File: config.mk
export PLATFORM = sky130hd
export DESIGN_NAME = dct_block_fetch_flat
export DESIGN_NICKNAME = d
export VERILOG_FILES = /design/src/rtl/dct_block_fetch_if.sv /design/src/rtl/dct_block_fetch.sv /design/src/flat_wrapper.sv
export SDC_FILE = /design/constraint.sdc
export NUM_CORES = 1
export LEC_CHECK = 0
export ABC_CLOCK_PERIOD_IN_PS = 2550
export BUFFER_PORTS_ARGS = -buffer_cell sky130_fd_sc_hd__clkbuf_2
export CAP_MARGIN = 20
export CORE_MARGIN = 3
export CORE_UTILIZATION = 40
export CTS_CLUSTER_DIAMETER = 50
export DETAILED_ROUTE_END_ITERATION = 7
export PLACE_DENSITY_LB_ADDON = 0.25
export SLEW_MARGIN = 10
export SYNTH_ARGS = -nofsm -noshare
export SYNTH_HDL_FRONTEND = slang
export SYNTH_SLANG_ARGS = --single-unit
File: constraint.sdc
create_clock -name clk -period 2.55 [get_ports clk]
set_input_delay 0.51 -clock clk [delete_from_list [all_inputs] [get_ports clk]]
set_output_delay 0.51 -clock clk [all_outputs]
set_load 0.05 [all_outputs]
File: src/rtl/dct_block_fetch_if.sv
// Link bundle for dct_block_fetch: start/status, MEM_IN read port and the pixel stream.
// master = the fetch engine, slave = its environment (memory, controller, row-DCT).
interface dct_block_fetch_if #(
  parameter int PIX_W  = 8,
  parameter int ADDR_W = 14
);
  logic              start;
  logic              busy;
  logic              done;
  logic              mem_rd_en;
  logic [ADDR_W-1:0] mem_addr;
  logic [PIX_W-1:0]  mem_rdata;
  logic              pix_valid;
  logic              pix_ready;
  logic [PIX_W-1:0]  pix_data;
  logic              pix_sob;
  logic              pix_eob;
  logic              pix_last;

  modport master (
    input  start,
    output busy, done,
    output mem_rd_en, mem_addr,
    input  mem_rdata,
    output pix_valid,
    input  pix_ready,
    output pix_data, pix_sob, pix_eob, pix_last
  );

  modport slave (
    output start,
    input  busy, done,
    input  mem_rd_en, mem_addr,
    output mem_rdata,
    input  pix_valid,
    output pix_ready,
    input  pix_data, pix_sob, pix_eob, pix_last
  );
endinterface

File: src/rtl/dct_block_fetch.sv
// Scans the input image as 8x8 tiles (raster block order, row-major inside a block)
// and streams pixels from a 1-cycle synchronous RAM through a 2-entry skid FIFO.
module dct_block_fetch #(
  parameter int IMG_W  = 128,
  parameter int IMG_H  = 128,
  parameter int BLK    = 8,
  parameter int PIX_W  = 8,
  parameter int ADDR_W = 14
) (
  input  logic           clk,
  input  logic           rstn,
  dct_block_fetch_if.master bus
);
  localparam int LB    = $clog2(BLK);
  localparam int LW    = $clog2(IMG_W);
  localparam int BXN   = IMG_W / BLK;
  localparam int BYN   = IMG_H / BLK;
  localparam int BX_W  = (BXN > 1) ? $clog2(BXN) : 1;
  localparam int BY_W  = (BYN > 1) ? $clog2(BYN) : 1;
  localparam int ENT_W = PIX_W + 3;

  localparam logic [LB-1:0]   PIX_MAX = LB'(BLK - 1);
  localparam logic [BX_W-1:0] BX_MAX  = BX_W'(BXN - 1);
  localparam logic [BY_W-1:0] BY_MAX  = BY_W'(BYN - 1);

  typedef enum logic [1:0] {S_IDLE, S_RUN, S_DRAIN, S_DONE} state_t;

  state_t            state_q, state_d;
  logic [LB-1:0]     c_q, c_d, r_q, r_d;
  logic [BX_W-1:0]   bx_q, bx_d;
  logic [BY_W-1:0]   by_q, by_d;
  logic              vld_p1_q, vld_p1_d;
  logic              sob_p1_q, sob_p1_d;
  logic              eob_p1_q, eob_p1_d;
  logic              last_p1_q, last_p1_d;
  logic [ENT_W-1:0]  fifo_q [2];
  logic [ENT_W-1:0]  fifo_d [2];
  logic              wr_ptr_q, wr_ptr_d;
  logic              rd_ptr_q, rd_ptr_d;
  logic [1:0]        cnt_q, cnt_d;

  logic              pop;
  logic              issue;
  logic [2:0]        occ;
  logic              c_max, r_max, bx_max, by_max;
  logic              tag_sob, tag_eob, tag_last;
  logic [ENT_W-1:0]  head;

  // Row = by*BLK + r and column = bx*BLK + c; with power-of-2 sizes both are concatenations.
  function automatic logic [ADDR_W-1:0] addr_calc(
    input logic [BY_W-1:0] by,
    input logic [LB-1:0]   r,
    input logic [BX_W-1:0] bx,
    input logic [LB-1:0]   c
  );
    logic [ADDR_W-1:0] row;
    logic [ADDR_W-1:0] col;
    row = ADDR_W'({by, r});
    col = ADDR_W'({bx, c});
    return (row << LW) | col;
  endfunction

  assign pop    = (cnt_q != 2'd0) && bus.pix_ready;
  // Credit check: entries held plus the read still in flight, less what leaves this cycle.
  assign occ    = {1'b0, cnt_q} + {2'b00, vld_p1_q} - {2'b00, pop};
  assign issue  = (state_q == S_RUN) && (occ < 3'd2);

  assign c_max    = (c_q == PIX_MAX);
  assign r_max    = (r_q == PIX_MAX);
  assign bx_max   = (bx_q == BX_MAX);
  assign by_max   = (by_q == BY_MAX);
  assign tag_sob  = (r_q == '0) && (c_q == '0);
  assign tag_eob  = r_max && c_max;
  assign tag_last = tag_eob && bx_max && by_max;

  always_comb begin
    state_d   = state_q;
    c_d       = c_q;
    r_d       = r_q;
    bx_d      = bx_q;
    by_d      = by_q;
    fifo_d    = fifo_q;
    wr_ptr_d  = wr_ptr_q;
    rd_ptr_d  = rd_ptr_q;
    vld_p1_d  = issue;
    sob_p1_d  = tag_sob;
    eob_p1_d  = tag_eob;
    last_p1_d = tag_last;

    if (issue) begin
      c_d = c_q + 1'b1;
      if (c_max) begin
        r_d = r_q + 1'b1;
        if (r_max) begin
          bx_d = bx_max ? '0 : bx_q + 1'b1;
          if (bx_max) begin
            by_d = by_max ? '0 : by_q + 1'b1;
          end
        end
      end
    end

    // Stage p1 -> FIFO: RAM data arrives one cycle after issue, joined with its tags.
    if (vld_p1_q) begin
      fifo_d[wr_ptr_q] = {bus.mem_rdata, sob_p1_q, eob_p1_q, last_p1_q};
      wr_ptr_d         = ~wr_ptr_q;
    end
    if (pop) begin
      rd_ptr_d = ~rd_ptr_q;
    end
    cnt_d = cnt_q + {1'b0, vld_p1_q} - {1'b0, pop};

    case (state_q)
      S_IDLE:  if (bus.start) state_d = S_RUN;
      S_RUN:   if (issue && tag_last) state_d = S_DRAIN;
      // Leave as soon as the final pixel is being handed over this cycle.
      S_DRAIN: if ((cnt_d == 2'd0) && !vld_p1_q) state_d = S_DONE;
      S_DONE:  state_d = S_IDLE;
      default: state_d = S_IDLE;
    endcase
  end

  always_ff @(posedge clk or negedge rstn) begin
    if (!rstn) begin
      state_q   <= S_IDLE;
      c_q       <= '0;
      r_q       <= '0;
      bx_q      <= '0;
      by_q      <= '0;
      vld_p1_q  <= 1'b0;
      sob_p1_q  <= 1'b0;
      eob_p1_q  <= 1'b0;
      last_p1_q <= 1'b0;
      for (int i = 0; i < 2; i++) begin
        fifo_q[i] <= '0;
      end
      wr_ptr_q  <= 1'b0;
      rd_ptr_q  <= 1'b0;
      cnt_q     <= 2'd0;
    end else begin
      state_q   <= state_d;
      c_q       <= c_d;
      r_q       <= r_d;
      bx_q      <= bx_d;
      by_q      <= by_d;
      vld_p1_q  <= vld_p1_d;
      sob_p1_q  <= sob_p1_d;
      eob_p1_q  <= eob_p1_d;
      last_p1_q <= last_p1_d;
      fifo_q    <= fifo_d;
      wr_ptr_q  <= wr_ptr_d;
      rd_ptr_q  <= rd_ptr_d;
      cnt_q     <= cnt_d;
    end
  end

  assign head          = fifo_q[rd_ptr_q];
  assign bus.busy      = (state_q != S_IDLE);
  assign bus.done      = (state_q == S_DONE);
  assign bus.mem_rd_en = issue;
  assign bus.mem_addr  = addr_calc(by_q, r_q, bx_q, c_q);
  assign bus.pix_valid = (cnt_q != 2'd0);
  assign bus.pix_data  = head[ENT_W-1:3];
  assign bus.pix_sob   = head[2] && bus.pix_valid;
  assign bus.pix_eob   = head[1] && bus.pix_valid;
  assign bus.pix_last  = head[0] && bus.pix_valid;
endmodule

File: src/flat_wrapper.sv
// flat-port wrapper written by rule: the top's interface ports become plain ports
module dct_block_fetch_flat 
#(
  parameter int IMG_W  = 128,
  parameter int IMG_H  = 128,
  parameter int BLK    = 8,
  parameter int PIX_W  = 8,
  parameter int ADDR_W = 14
)
  (clk, rstn, bus_start, bus_busy, bus_done, bus_mem_rd_en, bus_mem_addr, bus_mem_rdata, bus_pix_valid, bus_pix_ready, bus_pix_data, bus_pix_sob, bus_pix_eob, bus_pix_last);
  dct_block_fetch_if #(.PIX_W(PIX_W), .ADDR_W(ADDR_W)) bus_i ();
  input  logic clk;
  input  logic rstn;
  input wire logic [$bits(bus_i.start)-1:0] bus_start;
  output wire logic [$bits(bus_i.busy)-1:0] bus_busy;
  output wire logic [$bits(bus_i.done)-1:0] bus_done;
  output wire logic [$bits(bus_i.mem_rd_en)-1:0] bus_mem_rd_en;
  output wire logic [$bits(bus_i.mem_addr)-1:0] bus_mem_addr;
  input wire logic [$bits(bus_i.mem_rdata)-1:0] bus_mem_rdata;
  output wire logic [$bits(bus_i.pix_valid)-1:0] bus_pix_valid;
  input wire logic [$bits(bus_i.pix_ready)-1:0] bus_pix_ready;
  output wire logic [$bits(bus_i.pix_data)-1:0] bus_pix_data;
  output wire logic [$bits(bus_i.pix_sob)-1:0] bus_pix_sob;
  output wire logic [$bits(bus_i.pix_eob)-1:0] bus_pix_eob;
  output wire logic [$bits(bus_i.pix_last)-1:0] bus_pix_last;
  assign bus_i.start = bus_start;
  assign bus_busy = bus_i.busy;
  assign bus_done = bus_i.done;
  assign bus_mem_rd_en = bus_i.mem_rd_en;
  assign bus_mem_addr = bus_i.mem_addr;
  assign bus_i.mem_rdata = bus_mem_rdata;
  assign bus_pix_valid = bus_i.pix_valid;
  assign bus_i.pix_ready = bus_pix_ready;
  assign bus_pix_data = bus_i.pix_data;
  assign bus_pix_sob = bus_i.pix_sob;
  assign bus_pix_eob = bus_i.pix_eob;
  assign bus_pix_last = bus_i.pix_last;
  dct_block_fetch #(.IMG_W(IMG_W), .IMG_H(IMG_H), .BLK(BLK), .PIX_W(PIX_W), .ADDR_W(ADDR_W)) u_core (.clk(clk), .rstn(rstn), .bus(bus_i));
endmodule
Word-level counts from Yosys, hierarchy flattened --
Index checks and enable logic that the tools add are counted.
Word-level totals: input port bits 12, word-level logic and storage cells 76, output and inout bits 29, bits in registers 46
Operators by class: $lt $le $gt $ge 4, eq/ne operators 10, mux-type cells 12, reduce and logical (&&, ||, !) cells 23, bitwise gates (word level) 5, add/subtract/negate cells 8
Operators with widths (number):
- two-way mux 11 bit | 4
- bitwise mux 22 bit | 1
- OR 14 x 7 -> 14 bit | 1
- logical AND 1 bit | 12
- demux 11 bit (select 1 bit) | 1
- adder 4 x 1 -> 4 bit, second input constant | 2
- == test 4 bit, second input constant | 2
- two-way mux 4 bit | 2
- case mux 2 bit (4 select lines) | 1
- adder 3 x 1 -> 3 bit, second input constant | 2
- == test 3 bit, second input constant | 2
- zero test 3 bit | 2
- two-way mux 2 bit | 3
- AND reduction 3 bit | 2
- == test 2 bit, second input constant | 2
- >= comparator 2 bit, second input constant | 2
- zero test 2 bit | 2
- != test 2 bit, second input constant | 2
- NOT 1 -> 2 bit | 2
- AND reduction 4 bit | 1
- nonzero test 2 bit | 2
- adder 2 x 1 -> 3 bit | 1
- less-than comparator 3 x 2 -> 1 bit, second input constant | 1
- subtractor 3 x 1 -> 3 bit | 1
- 8 further kinds | 9

Depth between registers and ports, before layout --
word-level depth 8, depth in mapped cells 11, mapped depth without buffers 10

Least setup slack after synthesis --
No wires, ideal clock.
kind flip-flop to flip-flop, start point reg u_core.cnt_q[1], end point reg u_core.r_q[1], setup time 125 ps, path slack -311 ps, buffers on the path 0, clock period less this slack 2861 ps, stages on the path, launching flop included 11, arrival 2736 ps, required time 2425 ps, cells stage by stage dfrtp_1 -> nor2_1 -> nor2b_1 -> ha_1 -> inv_1 -> ha_1 -> fa_1 -> nand2b_1 -> nor2_4 -> nand2_1 -> mux2_2
On the way: word-level cells in the longest chain between the ends 6, elaborated cells between the ends (all ways) 7, classes of those cells add/sub: 2; order compare: 1; reduce/logical: 4
Ends and longest elaborated chain:
- start: declaration | line dct_block_fetch.sv:40 | logic [1:0] cnt_q, cnt_d;
- start signal: assignment | line dct_block_fetch.sv:153 | cnt_q <= cnt_d;
- nonzero test 2 bit | line dct_block_fetch.sv:63 | assign pop = (cnt_q != 2'd0) && bus.pix_ready;
- logical AND 1 bit | line dct_block_fetch.sv:63
- via u_core.pop | line dct_block_fetch.sv:42 | logic pop;
- subtractor 3 x 1 -> 3 bit | line dct_block_fetch.sv:65 | assign occ = {1'b0, cnt_q} + {2'b00, vld_p1_q} - {2'b00, pop};
- less-than comparator 3 x 2 -> 1 bit | line dct_block_fetch.sv:66 | assign issue = (state_q == S_RUN) && (occ < 3'd2);
- logical AND 1 bit | line dct_block_fetch.sv:66
- via bus_mem_rd_en | line flat_wrapper.sv:17 | output wire logic [$bits(bus_i.mem_rd_en)-1:0] bus_mem_rd_en;
- AND reduction 2 bit (no source line)
- end signal: assignment | line dct_block_fetch.sv:143 | r_q <= r_d;
- end: declaration | line dct_block_fetch.sv:29 | logic [LB-1:0] c_q, c_d, r_q, r_d;
The timed path passes the listed nets, and every way through them passes these cells. A chain may end at the register's enable or synchronous reset.

Worst setup path after layout --
start point reg u_core.cnt_q[1], end point reg u_core.state_q[0]
On the way: elaborated cells between the ends (all ways) 14, classes of those cells add/sub: 4; order compare: 1; eq/ne: 2; reduce/logical: 7
RTL lines:
- nonzero test 2 bit | line dct_block_fetch.sv:63
- logical AND 1 bit | line dct_block_fetch.sv:63
- via u_core.pop | line dct_block_fetch.sv:42
- subtractor 2 x 1 -> 2 bit | line dct_block_fetch.sv:111 | cnt_d = cnt_q + {1'b0, vld_p1_q} - {1'b0, pop};
- via u_core.cnt_d[1] | line dct_block_fetch.sv:40
- zero test 2 bit | line dct_block_fetch.sv:117 | S_DRAIN: if ((cnt_d == 2'd0) && !vld_p1_q) state_d = S_DONE;
- logical AND 1 bit | line dct_block_fetch.sv:117
- != test 2 x 1 -> 1 bit (no source line)
- AND reduction 3 bit (no source line)
- end signal: assignment | line dct_block_fetch.sv:141 | state_q <= state_d;
- end: declaration | line dct_block_fetch.sv:28 | state_t state_q, state_d;
The timed path passes the listed nets, and every way through them passes these cells.

==> out/qor.txt <==
Status = finished, violations left
Failing checks = negative setup slack
Pint = 2.11 mW
Worst Path Max Fanout = 4
Finish-stage setup viols = 5
CP peak stage delay = 0.44 ns
Final critical-path share of the clock period = 1.08
HP Class = input port to async pin
Synth area leader = dfrtp_1
Clock Latency Late Sink = 0.29 ns
Number of synthesis warnings = 0
Count leader, synth = dfrtp_1
Drc violations = 0
Inst Count DP = 296
Slew @ Worst Pin = 0.580 ns
Combinational power share = 0.573
DRT Wirelength = 4130 um
Async SR Flop Fraction = 1.00
Setup CP Type = flop to flop
Number of distinct library cells after synthesis = 29
Multi-input logic area = 0.00107 mm2
Initial core utilization = 0.424
Die ar. = 0.00649 mm2
CP Capture Type = flop
Pwr Density = 1340 mW/mm2
Die Ht = 80.5 um
Placed inst area = 0.00262 mm2
Fraction of layout cells with a size suffix above 1 = 0.500
Detailed Place HPWL = 2850 um
List of most frequent post-synthesis cells = 46 x dfrtp_1, 35 x mux2_2, 15 x ha_1, 15 x inv_1, 13 x nand2_1
CP bufs+invs = 4
Total power = 3.81 mW
FF+latch count, synth = 46
ANT cells = 0
Post-Layout Inst Area = 0.00284 mm2
Maximum vdd ir drop = 0.805 mV
CP startpoint kind = flop
Yosys top cell area share = 0.518
Initial antenna violation count = 0
CTS Root Cell = clkbuf_8
Leakage dissipation = 1.45 nW
Final Hold Viols = 0
Site row count = 26
CP Cell Sequence = nor2_2 > nor2b_2 > ha_1 > inv_1 > ha_2 > fa_2 > buf_4 > buf_6 > o31a_1 > buf_4 > nor4_1 > a221oi_2 > nand2_1
Detail Route Antenna Nets = 0
Number of synthesized flops with an enable pin = 0
H-tree Lvls = 2
Syn Nets = 205
GRT overflow = 0
Post-synth top flop = dfrtp_1
Drt initial violations = 61
Setup TNS = -0.665 ns
Vias in the first global route = 1564
Reg power frac = 0.308
Most used cell, CP = buf_4
Sw frac = 0.444
DIE WIDTH = 80.5 um
Avg Inst Size Synth = 12.6 um2
Sw power = 1.69 mW
Clock sink count = 46
GPL Wtd Cong = 0.788
Max Cap Violations = 0
Top cells by area, synth = dfrtp_1 52%, mux2_2 18%, ha_1 8.4%
Finished Layout Cells = 312
Port Buf Inserts = 40
Slew HR = 0.613
Sequential area share after synthesis = 0.518
Netlist Area Pre-Place = 0.00222 mm2
Fillers = 470
Clk pwr share = 0.119
CP Data Required Time = 2.78 ns
Critical Path AT = 2.98 ns
Global-route wire length before repair = 7160 um
Hold Buf Count CTS = 0
CTS tree = yes
I/O pin cnt = 41
Reg area = 0.00115 mm2
Core Area = 0.00524 mm2
F_max = 0.364 GHz
Layout Nets = 269
Clock skew = 0.00288 ns
Unrepaired setup endpoints after global routing = true
Max Buffers Root-to-Sink = 2
Vias per cell = 4.81
Area Overhead vs Synth = 27.8%
Clk slew on worst S/H paths = 0.08 ns
CP top delay family = adder cells
Pins Over Slew Limit = 0
Synth Instances = 177
Min Tclk post-route = 2.75 ns
Largest net degree at the start of global routing = 47
CTS Buf Count = 5
Drt pass-1 iters = 4
Routed WL per cell = 13.2 um
Setup ws final = -0.200 ns
Tot GR Track Use = 0.142
Via count = 1500
Slowest CP cell = fa_2
sequential cells by signal, indices dropped and copies added (netlist names):
| name | flops |
|---|---|
| u_core.eob_p1_q | 1 |
| u_core.wr_ptr_q | 1 |
| u_core.rd_ptr_q | 1 |
| u_core.cnt_q | 2 |
| u_core.vld_p1_q | 1 |
| u_core.fifo_q | 22 |
| u_core.r_q | 3 |
| u_core.state_q | 2 |
| u_core.by_q | 4 |
| u_core.sob_p1_q | 1 |
| u_core.bx_q | 4 |
| u_core.c_q | 3 |
| u_core.last_p1_q | 1 |
cell families after synthesis:
kind of cell / synth area share
compound gates: 0.0343
xor+xnor: 0.0315
fa+ha+maj: 0.0935
buf+inv: 0.0355
flops: 0.518
mux: 0.195
simple gates: 0.0918
layout by cell type (no fill, tap or decap), types with 3 or more instances in the layout:
cell,n
nand2_1,11
clkbuf_2,39
buf_6,3
inv_1,15
mux2_2,35
nor4_1,3
dfrtp_1,46
nor2_1,7
mux2i_1,4
clkbuf_8,6
ha_1,14
xnor2_1,4
xor2_1,3
buf_4,18
metrics by stage:
stage          setup WS, ns  utilization  hold slack [ns]
3_5_place_dp         -0.169        0.499            0.478
2_1_floorplan       -0.0930            -            0.214
6_report             -0.200        0.542            0.294
5_1_grt              -0.352        0.542            0.347
4_1_cts              -0.267        0.523            0.318
3_3_place_gp         -0.161        0.499            0.476
cell type report:
class / instances / share of cell area
Clock inverter: 1 / 0.00176
Timing Repair Buffer: 61 / 0.135
Multi-Input combinational cell: 112 / 0.377
Tap cell: 70 / 0.0308
Clock buffer: 7 / 0.0304
Sequential cell: 46 / 0.405
Inverter: 15 / 0.0198
what timing repair did:
| item | in CTS | in global routing |
|---|---|---|
| endpoints found under the setup margin | 1 | 16 |
| resized for setup | 3 | 16 |
| setup buffers | 3 | 5 |
| pin swaps | 3 | 8 |
path summary, 6_finish.rpt:
check	from	endpoint	slack (ns)	depth (start not counted)
max in group asynchronous	rstn	u_core.bx_q[2]$_DFFE_PN0P_	1.86	2
hold / removal	rstn	u_core.fifo_q[6]$_DFFE_PN0P_	0.29	2
setup reg to reg	u_core.cnt_q[1]$_DFF_PN0_	u_core.state_q[0]$_DFFE_PN0P_	-0.20	13
min in group clk	bus_mem_rdata[3]	u_core.fifo_q[6]$_DFFE_PN0P_	0.46	2
hold reg to reg	u_core.wr_ptr_q$_DFFE_PN0P_	u_core.wr_ptr_q$_DFFE_PN0P_	0.49	1
setup / recovery	u_core.cnt_q[1]$_DFF_PN0_	u_core.state_q[0]$_DFFE_PN0P_	-0.20	13
power groups by stage:
stage | combinational [mW] | sequential [mW] | clock (mW)
after floorplan | 1.40 | 1.26 | 0
after CTS | 2.04 | 1.17 | 0.475
after global routing | 2.36 | 1.21 | 0.507
after detailed placement | 1.95 | 1.19 | 0
after global placement | 1.91 | 1.18 | 0
final | 2.18 | 1.17 | 0.452
metal layers:
metal  global-route usage  wire length, um
met5                    0                0
met4               0.0507               46
met3               0.0325              174
met2                0.228             1930
met1                0.188             1980
Note: power is estimated with default switching activity, not from simulation.
